==> src/rtl/i2c_bus_det.sv <==
// Purpose: I2C pad-line conditioner. Synchronises and de-glitches SCL/SDA, and
//          produces SCL edge strobes, START/STOP pulses, bus-busy and an SCL-low timeout.
// Latency: pad -> scl_f/sda_f is 2 sync + (filt_len+1) filter cycles (fixed 3 without filter).
// Backpressure: none. Strobes are single-cycle and unqualified, so consumers must sample every cycle.
//
// Ports: clk/rstn (async active-low); scl_i/sda_i raw pads; filt_len glitch length-1;
//        tout_val SCL-low timeout (0 = off); scl_f/sda_f filtered levels; scl_rise/scl_fall,
//        sta_det/sto_det, tout one-cycle strobes; bus_busy level.
// Build option: define I2C_BUS_DET_FILT_EN to include the glitch filter counters.
module i2c_bus_det #(
    parameter int FILT_W = 4,
    parameter int TOUT_W = 16
) (
    input  logic              clk,
    input  logic              rstn,
    input  logic              scl_i,
    input  logic              sda_i,
    input  logic [FILT_W-1:0] filt_len,
    input  logic [TOUT_W-1:0] tout_val,
    output logic              scl_f,
    output logic              sda_f,
    output logic              scl_rise,
    output logic              scl_fall,
    output logic              sta_det,
    output logic              sto_det,
    output logic              bus_busy,
    output logic              tout
);

    logic [1:0]        scl_sync;
    logic [1:0]        sda_sync;
    logic              scl_s;
    logic              sda_s;
    logic              scl_d;
    logic              sda_d;
    logic [TOUT_W-1:0] tcnt;
    logic [TOUT_W-1:0] tcnt_nxt;
    logic              tout_nxt;

    assign scl_s = scl_sync[1];
    assign sda_s = sda_sync[1];

    // Two-flop synchronisers reset to the idle-high bus level.
    always_ff @(posedge clk or negedge rstn) begin
        if (!rstn) begin
            scl_sync <= 2'b11;
            sda_sync <= 2'b11;
        end else begin
            scl_sync <= {scl_sync[0], scl_i};
            sda_sync <= {sda_sync[0], sda_i};
        end
    end

`ifdef I2C_BUS_DET_FILT_EN
    logic [FILT_W-1:0] scl_cnt;
    logic [FILT_W-1:0] sda_cnt;

    // A new level is accepted only after it has differed from the filtered
    // value for filt_len+1 consecutive cycles; any agreement restarts the count.
    always_ff @(posedge clk or negedge rstn) begin
        if (!rstn) begin
            scl_f   <= 1'b1;
            sda_f   <= 1'b1;
            scl_cnt <= '0;
            sda_cnt <= '0;
        end else begin
            if (scl_s == scl_f) begin
                scl_cnt <= '0;
            end else if (scl_cnt == filt_len) begin
                scl_f   <= scl_s;
                scl_cnt <= '0;
            end else begin
                scl_cnt <= scl_cnt + 1'b1;
            end

            if (sda_s == sda_f) begin
                sda_cnt <= '0;
            end else if (sda_cnt == filt_len) begin
                sda_f   <= sda_s;
                sda_cnt <= '0;
            end else begin
                sda_cnt <= sda_cnt + 1'b1;
            end
        end
    end
`else
    // Filter absent: filt_len is kept on the port for drop-in compatibility.
    logic unused_filt_len;
    assign unused_filt_len = ^filt_len;

    always_ff @(posedge clk or negedge rstn) begin
        if (!rstn) begin
            scl_f <= 1'b1;
            sda_f <= 1'b1;
        end else begin
            scl_f <= scl_s;
            sda_f <= sda_s;
        end
    end
`endif

    // Previous-cycle filtered levels for edge and START/STOP detection.
    always_ff @(posedge clk or negedge rstn) begin
        if (!rstn) begin
            scl_d <= 1'b1;
            sda_d <= 1'b1;
        end else begin
            scl_d <= scl_f;
            sda_d <= sda_f;
        end
    end

    assign scl_rise = scl_f & ~scl_d;
    assign scl_fall = ~scl_f & scl_d;
    // SCL must be high in both cycles, so a simultaneous SCL/SDA change is ignored.
    assign sta_det  = scl_f & scl_d & ~sda_f & sda_d;
    assign sto_det  = scl_f & scl_d & sda_f & ~sda_d;

    // Timeout counter: runs only while busy with SCL low; saturates so tout
    // fires once per low period and re-arms only after the counter clears.
    always_comb begin
        tcnt_nxt = tcnt;
        if ((tout_val == '0) || scl_f || !bus_busy) begin
            tcnt_nxt = '0;
        end else if (tcnt != tout_val) begin
            tcnt_nxt = tcnt + 1'b1;
        end
    end

    assign tout_nxt = (tout_val != '0) && (tcnt_nxt == tout_val) && (tcnt != tout_val);

    always_ff @(posedge clk or negedge rstn) begin
        if (!rstn) begin
            tcnt     <= '0;
            tout     <= 1'b0;
            bus_busy <= 1'b0;
        end else begin
            tcnt <= tcnt_nxt;
            tout <= tout_nxt;
            if (sta_det) begin
                bus_busy <= 1'b1;
            end else if (sto_det || tout) begin
                bus_busy <= 1'b0;
            end
        end
    end

endmodule

==> config.mk <==
export PLATFORM = sky130hd
export DESIGN_NAME = i2c_bus_det
export DESIGN_NICKNAME = d
export VERILOG_FILES = /design/src/rtl/i2c_bus_det.sv
export SDC_FILE = /design/constraint.sdc
export NUM_CORES = 1
export LEC_CHECK = 0
export CAP_MARGIN = 20
export CELL_PAD_IN_SITES_DETAIL_PLACEMENT = 0
export CELL_PAD_IN_SITES_GLOBAL_PLACEMENT = 2
export CORE_ASPECT_RATIO = 0.7
export CORE_MARGIN = 4
export CORE_UTILIZATION = 33
export CTS_BUF_LIST = sky130_fd_sc_hd__clkbuf_8
export DETAILED_ROUTE_END_ITERATION = 12
export GPL_ROUTABILITY_DRIVEN = 0
export GPL_TIMING_DRIVEN = 0
export PLACE_DENSITY = 0.81
export SLEW_MARGIN = 20
export SYNTH_ARGS = -nofsm -noshare
export SYNTH_HDL_FRONTEND = slang
export SYNTH_SLANG_ARGS = --single-unit
==> constraint.sdc <==
create_clock -name clk -period 2.95 [get_ports clk]
set_clock_uncertainty 0.05 [all_clocks]
set_input_delay 0.59 -clock clk [delete_from_list [all_inputs] [get_ports clk]]
set_output_delay 0.59 -clock clk [all_outputs]
set_load 0.1 [all_outputs]
==> impl_metrics.yaml, run 1 <==
worst_setup_path:
  crit_type: "in2reg"
  worstPathMaxFanout: 10
  slowest_stage: "nor4_2"
  cpPeakStageDelay_ns: 0.32
  cp_cell_sequence: "dlygate4sd2_1 > xor2_1 > nor4_2 > and4_4 > buf_8 > buf_6 > o21ai_0 > a21oi_2 > xnor2_1 > nand4_1 > nor4_4"
  arrival_ns: 2.96
  crit_path_start_kind: "input port"
  endpoint_kind: "flip-flop"
  cp.required_ns: 3.10
power:
  p_int_uw: 613
  power_frac_comb_pct: 20.2
  swShare_pct: 29.3
  p_clk_share_pct: 35.5
  pwr-share-seq_pct: 44.3
  power_density_nw_per_um2: 381
  p_leak_nw: 1.02
  peakVddDrop_v: 0.000153
  switching_power_uw: 253
final_layout:
  finish.utilization_pct: 46.8
  drive_above_1_share_pct: 26.1
  layout.nets: 244
  syn_to_final_growth_pct: 34.7
  fillCellCount: 477
  diodes: 0
status:
  status: "finished, final reports clean"
yosys:
  ys_seq_area_share_pct: 39.1
  syn_area_per_cell_sq_um: 9.64
  synth_seq_cells: 26
  yosys.cell_types.count: 47
  synthTopCellsByArea: "dfrtp_1 (27%), dfstp_2 (12%), xor2_1 (11%)"
  synth_top_cell_area_share_pct: 26.7
  synth-main-ff-cell: "dfrtp_1"
  postSynth.asyncResetShare_pct: 100
  synth_edf_count: 0
  netlist_area_sq_um: 1690
  yosys.area.top_type: "dfrtp_1"
  synth_common_cells: "xor2_1 (21), dfrtp_1 (18), nand2_1 (12)"
  yosys_warnings: 0
  yosysMostFrequentCell: "xor2_1"
  netlist_instances: 175
  syn-num-nets: 200
timing:
  min_period_ns: 2.81
  finalCritPeriodShare_pct: 95.3
  final_max_slew_viol_count: 0
  setup_slack_ns: 0.139
  setup_viol: 0
  hold-worst-slack_ns: 0.254
  rsz0062_at_grt: "no"
  tightest_slew_ns: 0.988
  finalHoldViolations: 0
  relSlewSlack_pct: 33.9
  fmax_ghz: 0.356
detailed_routing:
  viasPerCell: 5.14
  via_count: 1476
  drt_first_pass_iters: 4
  ant_nets: 0
  drc: 0
  wl_per_cell_microns: 17.1
  wl_mm: 4.91
  dr.first_iter.drc_count: 49
clock_network:
  worstSkewPairLatency_ns: 0.28
  cts_buffer_depth: 2
  cts_tree: "built"
  cts_root_buf: "clkbuf_8"
  cts.sinks: 26
  cts_buffers: 3
  cts-hold-fix-buffers: 0
  htree_levels: 1
  clkTransAtPathRegs_ns: 0.10
placement:
  portBuffers: 27
  dpl.hpwl_mm: 3.68
  dp_worst_setup_slack_ns: -0.515
floorplanning:
  die_w_microns: 93.5
  ioPinCount: 32
  fp.dieH_microns: 67.8
  num_rows: 21
  core_area_sq_um: 4860
  start_util_pct: 34.7
  dieArea_sq_um: 6340
global_routing:
  grt_usage_pct: 15.6
  overflow: 0
  antenna_found_initial: 0
  grt_start_max_net_pins: 27
  grt_pass1_vias: 1447
  grt_pass1_wl_mm: 7.44
worst_hold_path:
  hold_class: "in2async"
job:
  maxCapViolations: 0
[kinds of logic (layout without fill, tap and decap cells)]
logic type,after synthesis,after routing,share of synthesized area (%)
compound gates,34,34,14.0
xor+xnor,29,29,15.0
fa+ha+maj,1,1,0.741
buf+inv,11,54,3.63
flops,26,26,39.1
mux,2,2,1.19
simple gates,72,72,26.2
[repair_timing]
action / 4_1_cts / 5_1_grt
endpoints found under the setup margin: 3 / 1
setup buffers: 6 / 6
pin swaps: 11 / 14
gates resized for setup: 16 / 28
[cell usage in the layout, fill, tap and decap left out, types with 3 or more instances in the layout]
master,n
or2_2,3
dlymetal6s2s_1,9
nand2b_1,4
buf_4,12
a21oi_1,4
nor4_1,4
nor4_2,5
dlygate4sd2_1,4
dfrtp_1,18
or4_1,3
xnor2_1,8
clkdlybuf4s50_1,8
nand3_1,7
clkbuf_2,6
o31ai_1,4
or3_1,3
nand4_1,4
nor2_1,7
xor2_1,19
and3_1,3
dfstp_2,8
nor2b_1,3
nor3_1,3
nand2_1,12
inv_1,6
clkbuf_8,3
[per-stage QoR]
stage	TNS [ns]	power, mW	cell area (sq um)	instances
4_1_cts	-0.0874	0.873	2180	281
6_report	0	0.866	2270	287
2_1_floorplan	-0.0218	0.486	1700	175
3_5_place_dp	-0.515	0.562	2050	271
3_3_place_gp	-0.571	0.561	2050	271
5_1_grt	0	0.895	2270	287
[registers in the layout, summed over array words and instances, names as in the netlist]
signal and count:
sda_f 1, scl_f 1, scl_d 1, scl_sync 2, tout 1, sda_d 1
tcnt 16, bus_busy 1, sda_sync 2
[path summary, 6_finish.rpt]
kind                            slack, ns  cells after the start                   from                    to
worst min register to register       0.31                      0  sda_sync[1]$_DFF_PN1_       sda_f$_DFF_PN1_
worst max-delay path                 0.14                     11            tout_val[5]        tout$_DFF_PN0_
min in group clk                     0.31                      0  sda_sync[1]$_DFF_PN1_       sda_f$_DFF_PN1_
worst max register to register       0.20                     11     tcnt[10]$_DFF_PN0_        tout$_DFF_PN0_
max in group asynchronous            2.19                      1                   rstn     tcnt[8]$_DFF_PN0_
worst min-delay path                 0.25                      1                   rstn  bus_busy$_DFFE_PN0P_
[routing by layer]
layer	routed length [microns]	part of all wire, %	global-route usage, %	vias up
li1	-	-	-	725
met1	2510	51	22.8	719
met2	2150	44	24.2	28
met3	209	4.3	2.75	4
met4	36	0.73	3.84	0
met5	0	0	0	-
[critical path: cells and delay by family]
kind                   cells  cell delay (ns)
AND/OR/NAND/NOR            4             1.15
buffers and inverters      3             0.57
XOR/XNOR                   2             0.33
AO/OA/AOI/OAI              2             0.31
[final cells by class]
class / count / area, sq um / share of cell area, %
multi-input combinational: 138 / 1040 / 45.6
sequential: 26 / 661 / 29.1
timing repair buffer: 39 / 348 / 15.3
tap: 69 / 86.3 / 3.80
buffer: 5 / 47.5 / 2.09
clock buffer: 3 / 41.3 / 1.82
clock inverter: 1 / 30.0 / 1.32
inverter: 6 / 22.5 / 0.991
[power by group through the flow]
stage / clock (mW) / sequential (mW) / combinational (mW)
after floorplan: 0 / 0.418 / 0.0688
after global placement: 0 / 0.390 / 0.171
after detailed placement: 0 / 0.391 / 0.171
after CTS: 0.315 / 0.384 / 0.174
after global routing: 0.322 / 0.386 / 0.187
final: 0.307 / 0.384 / 0.175
No activity file was read; power rests on OpenSTA's default activity.
==> inputs of run 2 (changes only) <==
--- a/config.mk
+++ b/config.mk
@@ -16,7 +16,7 @@
 export GPL_ROUTABILITY_DRIVEN = 0
 export GPL_TIMING_DRIVEN = 0
 export PLACE_DENSITY = 0.81
-export SLEW_MARGIN = 20
+export REMOVE_ABC_BUFFERS = 1
 export SYNTH_ARGS = -nofsm -noshare
 export SYNTH_HDL_FRONTEND = slang
 export SYNTH_SLANG_ARGS = --single-unit
==> run 2 against run 1 <==
Combinational power up 4%; die area is the same; clock-buffer cell count is the same; maximum frequency up 0.56%; via count up 1.6%; utilization decreased by 0.13 points; critical path type unchanged; largest power group unchanged.
==> impl_metrics.yaml, run 2 (synthesized netlist as in run 1, its figures left out) <==
status:
  status: "finished, final reports clean"
placement:
  portBuffers: 27
  place_inst: 267
  dpl.hpwl_mm: 3.45
  dp_worst_setup_slack_ns: -0.950
  detailed_place.area_sq_um: 2030
clock_network:
  cts-hold-fix-buffers: 0
  cts_buffer_depth: 2
  cts_root_buf: "clkbuf_8"
  htree_levels: 1
  cts.sinks: 26
  worstSkewPairLatency_ns: 0.28
  clkTransAtPathRegs_ns: 0.10
  cts_tree: "built"
  cts_buffers: 3
job:
  maxCapViolations: 0
floorplanning:
  fp.dieH_microns: 67.8
  die_w_microns: 93.5
  dieArea_sq_um: 6340
  ioPinCount: 32
  num_rows: 21
  core_area_sq_um: 4860
  start_util_pct: 34.7
power:
  switching_power_uw: 250
  pwr-share-seq_pct: 44.1
  p_int_uw: 620
  peakVddDrop_v: 0.000154
  p_clk_share_pct: 35.0
  power_frac_comb_pct: 20.9
  p_leak_nw: 1.04
  power_density_nw_per_um2: 384
  swShare_pct: 28.7
final_layout:
  layout.nets: 236
  design_area_sq_um: 2270
  syn_to_final_growth_pct: 34.3
  biggestRegsByFlops: "tcnt: 16 flops, scl_sync: 2 flops, sda_sync: 2 flops"
  layout_commonest_cell: "xor2_1"
  fillCellCount: 447
  largest_reg_flops: 16
  diodes: 0
  top_register: "tcnt"
  drive_above_1_share_pct: 18.1
  layout_common_cells: "xor2_1 (20), dfrtp_1 (18), dlymetal6s2s_1 (16)"
  fin_cells: 279
timing:
  fmax_ghz: 0.358
  finalHoldViolations: 0
  finalCritPeriodShare_pct: 94.8
  setup-tns-final_ns: 0
  min_period_ns: 2.80
  relSlewSlack_pct: 35.1
  tightest_slew_ns: 0.971
  setup_slack_ns: 0.155
  setup_viol: 0
  final_max_slew_viol_count: 0
global_routing:
  grt_pass1_vias: 1608
  grt_usage_pct: 16.5
  antenna_found_initial: 0
  grt_pass1_wl_mm: 8.05
  overflow: 0
  grt_start_max_net_pins: 20
detailed_routing:
  drt_first_pass_iters: 4
  dr.first_iter.drc_count: 66
  ant_nets: 0
  viasPerCell: 5.37
  via_count: 1499
  wl_mm: 4.77
  drc: 0
  wl_per_cell_microns: 17.1
worst_hold_path:
  hp-start: "sda_sync[1]$_DFF_PN1_"
  min_path_cells: 0
  hold_path_end: "sda_f$_DFF_PN1_"
  hold_class: "reg2reg"
worst_setup_path:
  reg2regPathDepth: 8
  cp.required_ns: 3.09
  ff2ff_setup_slack_ns: 0.20
  worstPathMaxFanout: 6
  r2r_end: "tout$_DFF_PN0_"
  rr_startpoint: "tcnt[2]$_DFF_PN0_"
  crit_type: "in2reg"
  endpoint_kind: "flip-flop"
  crit_path_start_kind: "input port"
  arrival_ns: 2.93
run 2: cell count changes in the layout (fill, tap and decap cells not counted), moves of 2 or more:
cell and delta:
nor3b_2 -2, buf_4 -6, o21ai_1 +2, dlymetal6s2s_1 +7
nor3b_1 +2, o21ai_2 -2, clkbuf_2 -6, dlygate4sd2_1 -2
buf_2 -2
run 2: final cells by class:
class,count,area (sq um),share of cell area (%)
clock inverter,1,30.0,1.32
sequential,26,661,29.1
clock buffer,3,41.3,1.82
timing repair buffer,35,392,17.3
inverter,6,22.5,0.993
multi-input combinational,139,1030,45.6
tap,69,86.3,3.81
run 2: worst max-delay path by stage:
stage,end,start,depth (start not counted),slack [ns]
2_1_floorplan,sta_det,scl_f$_DFF_PN1_,2,-0.98
3_3_place_gp,tout$_DFF_PN0_,tout_val[1],9,-0.91
3_5_place_dp,tout$_DFF_PN0_,tout_val[1],9,-0.95
4_1_cts,tout$_DFF_PN0_,tout_val[4],10,-0.09
5_1_grt,tout$_DFF_PN0_,tout_val[14],10,-0.04
6_report,tout$_DFF_PN0_,tout_val[14],10,0.15
run 2: power by group through the flow:
stage	registers, mW	logic [mW]	clock network [mW]
2_1_floorplan	0.418	0.0670	0
3_3_place_gp	0.389	0.168	0
3_5_place_dp	0.390	0.174	0
4_1_cts	0.383	0.177	0.313
5_1_grt	0.386	0.193	0.325
6_report	0.384	0.182	0.304
run 2: routing by layer:
metal	vias to the layer above	track usage [%]	part of all wire [%]
met5	-	0	0
met3	8	3.85	5.3
met4	0	5.30	1.3
met1	737	22.7	48
met2	44	25.8	45
li1	710	-	-
run 2: worst max-delay path: stages:
cell            delay [ns]
dlymetal6s2s_1        0.18
xor2_1                0.20
nor4_2                0.40
nand4_1               0.16
buf_6                 0.17
nand3_1               0.07
xor2_1                0.21
o32ai_1               0.10
or4_4                 0.57
nor4_4                0.28
run 2: timing repair:
item,CTS,global route
buffers inserted,5,2
endpoints found under the setup margin,3,1
cloned,1,0
pin swaps,4,8
gates resized for setup,7,25
run 2: through the flow:
step / hold WS, ns / power, mW / utilization (%)
6_report: 0.312 / 0.870 / 46.6
5_1_grt: 0.319 / 0.904 / 46.6
4_1_cts: 0.314 / 0.873 / 44.5
3_5_place_dp: 0.299 / 0.563 / 41.8
3_3_place_gp: 0.296 / 0.557 / 41.3
2_1_floorplan: 0.244 / 0.485 / -
==> RTL change 1, RTL diff (config.mk and constraints of run 2) <==
Change the parameter `TOUT_W` from 16 to 32.
--- a/src/rtl/i2c_bus_det.sv
+++ b/src/rtl/i2c_bus_det.sv
@@ -9,7 +9,7 @@
 // Build option: define I2C_BUS_DET_FILT_EN to include the glitch filter counters.
 module i2c_bus_det #(
     parameter int FILT_W = 4,
-    parameter int TOUT_W = 16
+    parameter int TOUT_W = 32
 ) (
     input  logic              clk,
     input  logic              rstn,
Interface: changed (resized tout_val); port bits go from 32 to 48. No check against the original RTL was run, so the function may have changed too.
==> RTL change 1 against run 2 <==
The flow now finishes with violations (setup timing). Combinational power grew 55%. Clock power grew 37%. Synthesized area grew 79%. Register-to-register slack lost 890 ps. Hold slack lost 150 ps. Utilization shrank 1.3 points. Power grew 50%. First-iteration DRC count grew to 3.5 times the old value. Worst setup slack lost 860 ps. Wire length grew 110%. Sequential cell count grew 16. Design area grew 74%. Critical path type unchanged.
==> RTL change 1: results (changes against run 2) <==
Adder-Cell Fraction of Synth Area: 0.414% (-0.33 points)
cts bufs inserted: 5 (+2)
switching power: 0.000436 W (+74%)
mux share of post-synthesis cell area: 1.33% (+0.14 points)
# setup viols final: 1 (+1)
pin count of the biggest net entering global routing: 32 (+60%)
vias in the first global route: 2,726 (+70%)
fin util: 45.4% (-1.3 points)
top cells by instance count after synthesis: sky130_fd_sc_hd__xnor2_1, sky130_fd_sc_hd__dfrtp_1, sky130_fd_sc_hd__nor2_1
first-iteration detailed-routing DRC count: 234 (+250%)
power in the clock group: 0.000416 W (+37%)
sequential-to-total area share from yosys stat: 35.1% (-4.0 points)
share of the synthesized area in compound gates (AO/OA/AOI/OAI): 11.6% (-2.4 points)
total cell area at the placement stage: 3560 sq um (+75%)
total placed cells including tap cells: 491 (+84%)
final setup slack of the worst path: -704 ps (-859 ps)
arrival time of the worst setup path: 3820 ps (+890 ps)
dpl ws: -2120 ps (-1170 ps)
synthesized instance count: 342 (+95%)
class of the worst hold path: in -> async
# Post-CTS Setup Buffers: 9 (+4)
non-filler instance count after layout: 512 (+84%)
cell depth of the worst flop-to-flop path: 10 (+2)
half-perimeter wire length after detailed placement: 7510 microns (+120%)
combinational group share of total power: 21.7% (+0.8 points)
wire length of the first global-routing pass: 15,500 microns (+93%)
global router's overall resource usage: 19.1% (+2.6 points)
violations in the final reports: setup timing
cell types with the largest area share after synthesis: sky130_fd_sc_hd__dfrtp_1, sky130_fd_sc_hd__xnor2_1, sky130_fd_sc_hd__dfstp_2, sky130_fd_sc_hd__nor2_1, sky130_fd_sc_hd__nand4_1
layout cells sized above 1: 21.7% (+3.6 points)
setup TNS after final layout: -704 ps (-704 ps)
maximum fanout along the worst path: 5 (-1)
power density over the cells: 330 nW/um^2 (-14%)
clock insertion delay at the later pin of the skew report: 320 ps (+40 ps)
standby leakage power: 1.44 nW (+38%)
first drt pass iteration count: 5 (+1)
filler cell count in the final layout: 881 (+97%)
largest registers: tcnt: 32 flops, scl_sync: 2 flops, sda_sync: 2 flops
xor and xnor fraction of the mapped netlist area: 20.3% (+5.2 points)
result of the run: finished, violations left
Port Buffers: 43 (+59%)
post-cts repair resize count: 66 (+59)
wirelength, routed: 10,200 microns (+110%)
count of unique library cells instantiated by Yosys: 55 (+17%)
Slew headroom: 35.4% (+0.38 points)
==> RTL change 1: cell count changes after synthesis, moves of 6 or more <==
cell	run 2	this run
sky130_fd_sc_hd__nor2_1	7	33
sky130_fd_sc_hd__xnor2_1	8	58
sky130_fd_sc_hd__xor2_1	21	12
sky130_fd_sc_hd__nand2_1	12	20
sky130_fd_sc_hd__o21ai_0	1	14
sky130_fd_sc_hd__nor3_1	3	9
sky130_fd_sc_hd__nor4_1	6	15
sky130_fd_sc_hd__dfrtp_1	18	34
sky130_fd_sc_hd__nand4_1	4	19
==> RTL change 1: layer usage <==
metal | vias up | global-route usage [%] | routed length [microns]
met5 | - | 0 | 0
met4 | 0 | 4.27 | 86
met3 | 9 | 6.39 | 1040
met2 | 139 | 25.9 | 4120
met1 | 1372 | 29.1 | 4940
li1 | 1336 | - | -
==> RTL change 1: worst max-delay path, delay by kind of cell <==
family | cells | cell delay (ps)
buffers and inverters | 1 | 250
XOR/XNOR | 2 | 420
AND/OR/NAND/NOR | 5 | 1650
AO/OA/AOI/OAI | 3 | 920
==> RTL change 1: cell type report <==
type | instances | area share, %
repair buffers | 57 | 13.3
flip-flops and latches | 42 | 27.0
clock inverters | 3 | 0.635
multi-input cells | 275 | 52.5
well taps | 120 | 3.81
clock buffers | 5 | 1.75
inverters | 10 | 0.952
==> RTL change 1: worst paths after layout <==
kind | from | end | slack [ps]
worst min-delay path | rstn | tcnt[3] | 160
max in group asynchronous | rstn | sda_sync[0] | 2110
worst max register to register | tcnt[1] | tout | -690
min in group clk | sda_sync[0] | sda_sync[1] | 310
worst min register to register | sda_sync[0] | sda_sync[1] | 310
worst max-delay path | tout_val[1] | tout | -700
==> RTL change 2, RTL diff (config.mk and constraints of run 2) <==
Without the edit above. Register the outputs `scl_rise` and `scl_fall`, without a reset; this adds one clock of latency there. The other outputs are not delayed to match.
--- a/src/rtl/i2c_bus_det.sv
+++ b/src/rtl/i2c_bus_det.sv
@@ -110,8 +110,10 @@
         end
     end
 
-    assign scl_rise = scl_f & ~scl_d;
-    assign scl_fall = ~scl_f & scl_d;
+    always_ff @(posedge clk) begin
+        scl_rise <= scl_f & ~scl_d;
+        scl_fall <= ~scl_f & scl_d;
+    end
     // SCL must be high in both cycles, so a simultaneous SCL/SDA change is ignored.
     assign sta_det  = scl_f & scl_d & ~sda_f & sda_d;
     assign sto_det  = scl_f & scl_d & sda_f & ~sda_d;
Check against the original RTL: not equivalent (Yosys sat finds a counterexample within 4 cycles, from zero or initial values and one cycle with rstn low).
==> RTL change 2 against run 2 <==
Worst setup slack gained 1.2 ps. Combinational power rose by 3%. Sequential cell count is 2 higher. Design area increased by 6.2%. Power grew 4.6%. Count of clock-buffer cells in the layout unchanged. Fmax is essentially flat. Synthesized area is 2.4% higher. Wire length increased by 5.9%. Highest routed layer unchanged.
==> RTL change 2: results (changes against run 2) <==
largest vdd supply drop: 180 uV (+17%)
result of the run: finished clean
largest registers: tcnt: 16 flops, scl_sync: 2 flops, sda_sync: 2 flops
Worst R2R Setup Slack: 200 ps (about the same)
xor and xnor fraction of the mapped netlist area: 14.7% (-0.35 points)
first drt pass iteration count: 4 (unchanged)
class of the worst hold path: reg -> reg
worst reg2reg endpoint: tout
count of pins over their slew limit: 0 (unchanged)
sequential-to-total area share from yosys stat: 40.6% (+1.4 points)
standby leakage power: 1.04 nW (about the same)
startpoint of the lowest-slack hold path: sda_sync[1]
pin count of the biggest net entering global routing: 17 (-15%)
Port Buffers: 27 (unchanged)
clock input transition at the sequential cells of the worst setup and hold paths: 100 ps (about the same)
met3 wire length: 454 microns (+81%)
maximum fanout along the worst path: 4 (-2)
filler cell count in the final layout: 458 (+2.5%)
antenna violations before repair: 0 (unchanged)
worst slew pin tran: 970 ps (-1.40 ps)
terminating pin of the worst hold path: sda_f
library cell used as clock root buffer: sky130_fd_sc_hd__clkbuf_8
wire length of the first global-routing pass: 7830 microns (-2.7%)
total routed wire length on the met1 layer: 2210 microns (-4.3%)
final-layout worst hold slack: 311 ps (-0.924 ps)
top sig layer: met4
half-perimeter wire length after detailed placement: 3560 microns (+3.3%)
number of antenna cells inserted: 0 (unchanged)
cell depth of the worst flop-to-flop path: 9 (+1)
Yosys warning total: 0 (unchanged)
share of the synthesized area in compound gates (AO/OA/AOI/OAI): 13.7% (-0.32 points)
mux share of post-synthesis cell area: 1.16% (-0.027 points)
arrival time of the worst setup path: 2930 ps (about the same)
Crit Reg-Reg Startpoint: tcnt[2]
count of unique library cells instantiated by Yosys: 48 (+2.1%)
wirelength, routed: 5050 microns (+5.9%)
cell count of the worst hold path: 0 (unchanged)
H-Tree Depth: 1 (unchanged)
top cells by instance count after synthesis: sky130_fd_sc_hd__xor2_1, sky130_fd_sc_hd__dfrtp_1, sky130_fd_sc_hd__nand2_1
Adder-Cell Fraction of Synth Area: 0.724% (-0.017 points)
FFs w/ async S/R, synth: 92.9% (-7.1 points)
clock insertion delay at the later pin of the skew report: 280 ps (about the same)
layout cells sized above 1: 24.1% (+6.0 points)
cell types with the largest area share after synthesis: sky130_fd_sc_hd__dfrtp_1, sky130_fd_sc_hd__dfstp_2, sky130_fd_sc_hd__xor2_1, sky130_fd_sc_hd__xnor2_1, sky130_fd_sc_hd__nor4_2
nets@finish: 238 (+0.85%)
global router's overall resource usage: 16.2% (-0.31 points)
clk buf depth: 2 (unchanged)
first-iteration detailed-routing DRC count: 173 (+160%)
vias: 1,515 (+1.1%)
cts bufs inserted: 3 (unchanged)
sum of met2 wire segment lengths after detailed routing: 2300 microns (+7.4%)
RTL change 2: changes by cell type after synthesis:
cell                      change
sky130_fd_sc_hd__dfxtp_1      +2
RTL change 2: kinds of logic (layout without fill, tap and decap cells):
family / Yosys count / after routing
multiplexers: 2 / 2
AO/OA/AOI/OAI: 34 / 34
XOR/XNOR: 29 / 29
buffers and inverters: 11 / 44
adder cells (fa/ha/maj): 1 / 1
flip-flops: 28 / 28
AND/OR/NAND/NOR: 72 / 74
RTL change 2: area by class of cell:
class,count,area share (%)
multi-input combinational,140,48.2
sequential,28,29.1
clock inverter,1,1.25
clock buffer,3,1.71
inverter,6,0.935
timing repair buffer,34,15.3
tap,69,3.58
RTL change 2: worst max path at each step:
stage / from / to / slack [ps] / cells past startpoint
final: tout_val[2] / tout / 160 / 10
after global routing: tout_val[2] / tout / 40 / 10
after CTS: tout_val[13] / tout / -110 / 9
after detailed placement: tout_val[4] / tout / -770 / 9
after global placement: tout_val[1] / tout / -680 / 9
after floorplan: scl_f / sta_det / -980 / 2
RTL change 2: critical path, stage by stage:
cell and delay [ps]:
sky130_fd_sc_hd__dlymetal6s2s_1 210, sky130_fd_sc_hd__xor2_2 220, sky130_fd_sc_hd__nor4_4 360, sky130_fd_sc_hd__nand4_1 180
sky130_fd_sc_hd__buf_4 190, sky130_fd_sc_hd__nand3_1 100, sky130_fd_sc_hd__xor2_2 180, sky130_fd_sc_hd__o32ai_1 90
sky130_fd_sc_hd__or4_1 500, sky130_fd_sc_hd__nor4_2 310
RTL change 2: repair_timing:
item                                    4_1_cts  5_1_grt
resized for setup                             8       37
cloned                                        1        1
pin swaps                                     2        7
buffers inserted                              5        1
endpoints found under the setup margin        3        1
RTL change 2: routing by layer:
metal / vias up / global-route usage [%]
met4: 0 / 4.68
met1: 739 / 22.1
li1: 712 / -
met2: 54 / 24.5
met5: - / 0
met3: 10 / 5.42
RTL change 2: stage by stage:
stage | setup TNS, ps | worst slack (ps) | cells | util [%] | instance area (sq um)
after CTS | -107 | -107 | 279 | 44.7 | 2200
final | 0 | 156 | 281 | 49.0 | 2410
after floorplan | -2750 | -979 | 172 | - | 1690
after global placement | -736 | -682 | 268 | 41.6 | 2050
after detailed placement | -969 | -770 | 269 | 41.9 | 2060
after global routing | 0 | 39.3 | 281 | 49.0 | 2410
RTL change 2: report_power, final:
| part | switching (W) | total [W] | internal, W |
|---|---|---|---|
| Combinational | 0.000121 | 0.000187 | 0.0000661 |
| Clock | 0.000128 | 0.000310 | 0.000182 |
| Sequential | 0.0000128 | 0.000413 | 0.000400 |
